File: config.mk
export PLATFORM = sky130hd
export DESIGN_NAME = lsu_byte_sequencer
export DESIGN_NICKNAME = d
export VERILOG_FILES = /design/src/rtl/lsu_byte_sequencer.sv
export SDC_FILE = /design/constraint.sdc
export NUM_CORES = 1
export LEC_CHECK = 0
export CAP_MARGIN = 20
export CORE_MARGIN = 5
export CORE_UTILIZATION = 40
export DETAILED_ROUTE_END_ITERATION = 7
export PLACE_DENSITY = 0.7
export SYNTH_ARGS = -nofsm -noshare
export SYNTH_HDL_FRONTEND = slang
export SYNTH_SLANG_ARGS = --single-unit
File: constraint.sdc
create_clock -name clk_i -period 2.7 [get_ports clk_i]
set_input_delay 0.27 -clock clk_i [delete_from_list [all_inputs] [get_ports clk_i]]
set_output_delay 0.27 -clock clk_i [all_outputs]
set_load 0.005 [all_outputs]
File: src/rtl/lsu_byte_sequencer.sv
// Splits core word/half/byte accesses into big-endian byte transactions on a req/ack port.
// Optional macro LSU_TIMEOUT_EN aborts a transaction left unacknowledged for TIMEOUT_CYC cycles.
module lsu_byte_sequencer #(
  parameter int ADDR_W      = 32,
  parameter int TIMEOUT_CYC = 255
) (
  input  logic              clk_i,
  input  logic              rst_i,
  input  logic              req_i,
  input  logic              we_i,
  input  logic [ADDR_W-1:0] addr_i,
  input  logic [31:0]       wdata_i,
  input  logic [1:0]        size_i,
  input  logic              unsigned_i,
  output logic              busy_o,
  output logic              done_o,
  output logic              err_o,
  output logic [31:0]       rdata_o,
  output logic              mem_req_o,
  output logic              mem_we_o,
  output logic [ADDR_W-1:0] mem_addr_o,
  output logic [7:0]        mem_wdata_o,
  input  logic [7:0]        mem_rdata_i,
  input  logic              mem_ack_i
);

  typedef enum logic [1:0] {S_IDLE, S_XFER, S_DONE, S_ERR} state_e;

  state_e            state_q;
  logic              we_q;
  logic [1:0]        size_q;
  logic              uns_q;
  logic [1:0]        rem_q;
  logic [23:0]       asm_q;
  logic [31:0]       wdata_q;
  logic [ADDR_W-1:0] mem_addr_q;
  logic              mem_req_q;
  logic              mem_we_q;
  logic              busy_q;
  logic              done_q;
  logic              err_q;
  logic [31:0]       rdata_q;
  logic              bad_access_s;

`ifdef LSU_TIMEOUT_EN
  logic [31:0]       tmo_q;
`else
  localparam int unused_timeout_cyc = TIMEOUT_CYC;
`endif

  function automatic logic [31:0] extend_load(input logic [31:0] raw,
                                              input logic [1:0]  size,
                                              input logic        uns);
    case (size)
      2'b10:   return uns ? {16'h0000, raw[15:0]} : {{16{raw[15]}}, raw[15:0]};
      2'b01:   return uns ? {24'h000000, raw[7:0]} : {{24{raw[7]}}, raw[7:0]};
      default: return raw;
    endcase
  endfunction

  // Illegal size or misalignment is decided from the raw inputs at accept time
  always_comb begin
    bad_access_s = 1'b0;
    case (size_i)
      2'b00:   bad_access_s = 1'b1;
      2'b11:   bad_access_s = (addr_i[1:0] != 2'b00);
      2'b10:   bad_access_s = addr_i[0];
      default: bad_access_s = 1'b0;
    endcase
  end

  // Sequencer FSM; store bytes are pre-shifted so the next byte is always wdata_q[31:24]
  always_ff @(posedge clk_i or negedge rst_i) begin
    if (!rst_i) begin
      state_q    <= S_IDLE;
      we_q       <= 1'b0;
      size_q     <= 2'b00;
      uns_q      <= 1'b0;
      rem_q      <= 2'd0;
      asm_q      <= 24'h000000;
      wdata_q    <= 32'h00000000;
      mem_addr_q <= '0;
      mem_req_q  <= 1'b0;
      mem_we_q   <= 1'b0;
      busy_q     <= 1'b0;
      done_q     <= 1'b0;
      err_q      <= 1'b0;
      rdata_q    <= 32'h00000000;
`ifdef LSU_TIMEOUT_EN
      tmo_q      <= 32'd0;
`endif
    end else begin
      done_q <= 1'b0;
      err_q  <= 1'b0;
      case (state_q)
        S_IDLE: begin
          if (req_i) begin
            we_q       <= we_i;
            size_q     <= size_i;
            uns_q      <= unsigned_i;
            asm_q      <= 24'h000000;
            mem_addr_q <= addr_i;
            busy_q     <= 1'b1;
            case (size_i)
              2'b11:   rem_q <= 2'd3;
              2'b10:   rem_q <= 2'd1;
              default: rem_q <= 2'd0;
            endcase
            case (size_i)
              2'b10:   wdata_q <= {wdata_i[15:0], 16'h0000};
              2'b01:   wdata_q <= {wdata_i[7:0], 24'h000000};
              default: wdata_q <= wdata_i;
            endcase
`ifdef LSU_TIMEOUT_EN
            tmo_q <= 32'd0;
`endif
            if (bad_access_s) begin
              state_q <= S_ERR;
              done_q  <= 1'b1;
              err_q   <= 1'b1;
            end else begin
              state_q   <= S_XFER;
              mem_req_q <= 1'b1;
              mem_we_q  <= we_i;
            end
          end
        end
        S_XFER: begin
          if (mem_ack_i) begin
            asm_q      <= {asm_q[15:0], mem_rdata_i};
            wdata_q    <= {wdata_q[23:0], 8'h00};
            mem_addr_q <= mem_addr_q + {{(ADDR_W-1){1'b0}}, 1'b1};
            rem_q      <= rem_q - 2'd1;
`ifdef LSU_TIMEOUT_EN
            tmo_q      <= 32'd0;
`endif
            if (rem_q == 2'd0) begin
              state_q   <= S_DONE;
              mem_req_q <= 1'b0;
              mem_we_q  <= 1'b0;
              done_q    <= 1'b1;
              if (!we_q) begin
                rdata_q <= extend_load({asm_q, mem_rdata_i}, size_q, uns_q);
              end
            end
          end
`ifdef LSU_TIMEOUT_EN
          else if (tmo_q == 32'(TIMEOUT_CYC - 1)) begin
            state_q   <= S_ERR;
            mem_req_q <= 1'b0;
            mem_we_q  <= 1'b0;
            done_q    <= 1'b1;
            err_q     <= 1'b1;
          end else begin
            tmo_q <= tmo_q + 32'd1;
          end
`endif
        end
        S_DONE, S_ERR: begin
          busy_q  <= 1'b0;
          state_q <= S_IDLE;
        end
        default: begin
          busy_q    <= 1'b0;
          mem_req_q <= 1'b0;
          mem_we_q  <= 1'b0;
          state_q   <= S_IDLE;
        end
      endcase
    end
  end

  assign busy_o      = busy_q;
  assign done_o      = done_q;
  assign err_o       = err_q;
  assign rdata_o     = rdata_q;
  assign mem_req_o   = mem_req_q;
  assign mem_we_o    = mem_we_q;
  assign mem_addr_o  = mem_addr_q;
  assign mem_wdata_o = wdata_q[31:24];

endmodule

==> flow_summary.json <==
{
  "status": "finished clean",
  "async_flop_share_pct": 100,
  "first_pass_iters": 5,
  "setup_slack_ns": 0.587,
  "intPower_uw": 6720,
  "drt_iter0_drc": 587,
  "timing.setup.tns_ns": 0,
  "drive_gt1_share_pct": 9.09,
  "ctsResizeCount": 0,
  "hold_ws_ns": 0.398,
  "ios": 157,
  "crit_required_ns": 2.99,
  "switching_share_pct": 39.3,
  "die_w_um": 138,
  "tightestPinTransition_ns": 0.611,
  "diodes": 0,
  "cts_sinks": 133,
  "syn_avg_cell_area_um2": 9.20,
  "wl_per_cell_um": 18.2,
  "setup_viol": 0,
  "ir_drop_v": 0.000766,
  "hold_buffers": 1,
  "fin_skew_ns": 0.00691,
  "pwr-share-comb_pct": 43.8,
  "yosysWarnings": 0,
  "ys_types": 56,
  "synth_area_um2": 6560,
  "clk_latency_ns": 0.42,
  "cts_made_buffers": 17,
  "powerDensity_nw_per_um2": 1250,
  "drc_errors": 0,
  "min_path_type": "in2async",
  "clk_path_buf_depth": 2,
  "grt_usage_pct": 20.4,
  "viasPerCell": 5.58,
  "htreeDepth": 4,
  "cp-start-kind": "flop",
  "ys.flop_type": "dfrtp_1",
  "ys_seq_area_share_pct": 50.8,
  "fin_crit_sh_pct": 78.3,
  "relSlewSlack_pct": 59.3,
  "antenna_found_initial": 1,
  "cts_setup_buffers": 0,
  "cellLeakagePower_uw": 0.00369,
  "vias": 5991,
  "die_area_um2": 19100,
  "cts_root_buf": "clkbuf_16",
  "fin_crit_ns": 2.11,
  "report.final.hold_viol_count": 0,
  "drv_cap": 0,
  "cp-end-kind": "flop",
  "syn_inst": 713,
  "final_nets": 932,
  "syn_to_final_growth_pct": 35.6,
  "slew_viol_final": 0,
  "grt_pass1_wl_um": 31800,
  "initial_core_util_pct": 41.0,
  "total_power_uw": 11100,
  "worstSetupPathType": "reg2reg",
  "power.switching_uw": 4350,
  "grt_pass1_vias": 5913,
  "port_buffers": 156,
  "place_congestion": 0.929,
  "power_frac_seq_pct": 34.9,
  "rsz0062_at_grt": "no",
  "clk_pin_slew_ns": 0.06,
  "worstPathArrival_ns": 2.41,
  "grt_max_degree": 63,
  "power_frac_clock_pct": 21.3,
  "cts_tree": "built",
  "dp_slack_ns": 0.544,
  "hpwl_um": 13800,
  "synth_nets": 800,
  "ant_nets": 0,
  "core_area_um2": 16000,
  "dieHeight_um": 138,
  "synth_edf_count": 0,
  "max_freq_ghz": 0.473,
  "ys_seq_elements": 133,
  "wl_um": 19600,
  "num_rows": 46,
  "cp_max_fo": 59,
  "grt-ovfl-total": 0
}
cells in the final DEF (no fill, tap or decap), types with 11 or more instances in the layout:
master and instances:
nor2_1 69, buf_4 19, o22ai_1 22, nor3_1 11, nand3_1 29, nand2_1 108, a31oi_1 28, clkbuf_16 17
clkdlybuf4s50_1 155, nand4_1 14, o21ai_0 45, a21oi_1 48, a22o_1 24, dfrtp_1 133
power by group through the flow:
stage	Clock, uW	Sequential [uW]	Combinational, uW
6_report	2360	3860	4850
5_1_grt	2470	4000	5400
4_1_cts	2380	3850	4880
3_5_place_dp	0	3870	4840
3_3_place_gp	0	3860	4760
2_1_floorplan	0	3630	2920
path summary, 6_finish.rpt:
check                                start            end  slack, ns  cells past startpoint
worst max-delay path            state_q[0]  mem_addr_o[0]       0.59                      7
worst min-delay path                 rst_i     wdata_q[9]       0.40                      2
worst max register to register  state_q[0]  mem_addr_o[0]       0.59                      7
worst min register to register  wdata_q[5]     wdata_q[5]       0.47                      2
max in group asynchronous            rst_i      asm_q[11]       1.60                      3
min in group clk_i              unsigned_i          uns_q       0.42                      3
metrics by stage:
step,utilization (%),instance area (um^2),instances
after CTS,55.6,8890,1074
after global routing,55.6,8890,1074
after floorplan,-,6560,713
after detailed placement,51.7,8280,1041
final,55.6,8890,1074
after global placement,51.7,8280,1041
flip-flops by register name, summed over array words and instances (netlist names), 2 cells and up:
register / cells
rdata_o: 32
mem_addr_o: 32
state_q: 2
wdata_q: 32
rem_q: 2
asm_q: 24
size_q: 2
layout make-up:
cell class                 count  area, um^2
fill                        1479        7110
tap                          216         270
sequential                   133        3330
clock inverter                14         165
inverter                      10        37.5
clock buffer                  18         439
timing repair buffer         179        1780
multi-input combinational    504        2870
cells in the mapped netlist (9+ instances only):
master,count,share of area [%]
o22ai_1,22,2.1
nand2_1,108,6.2
dfrtp_1,133,51
inv_1,9,0.52
nand4_1,14,1.3
clkbuf_1,28,1.6
a31oi_1,28,2.7
buf_2,21,1.6
a22o_1,24,3.2
nor3_1,11,0.84
nand3_1,29,2.2
buf_4,13,1.5
a21oi_1,48,3.7
o21ai_0,45,3.4
a22oi_1,9,1.0
nor2_1,72,4.1
routing by layer:
layer / vias to the layer above / part of all wire (%) / global-route usage (%)
met1: 2871 / 44 / 27.6
met5: - / 0.056 / 0
met2: 246 / 47 / 32.1
met3: 31 / 7.2 / 5.41
li1: 2841 / - / -
met4: 2 / 1.7 / 6.45
critical path, cell delays in order, from the launching register on:
cell,delay [ns]
dfrtp_1,0.38
buf_4,0.26
mux2i_1,0.35
or2_2,0.39
buf_12,0.29
nor3_1,0.09
a21oi_1,0.13
o21ai_0,0.09
cell families after synthesis:
group	synth area share (%)
flip-flops	50.8
buffers and inverters	5.76
AND/OR/NAND/NOR	20.1
AO/OA/AOI/OAI	20.1
adder cells (fa/ha/maj)	1.34
multiplexers	1.98
No activity file was read; power rests on OpenSTA's default activity.
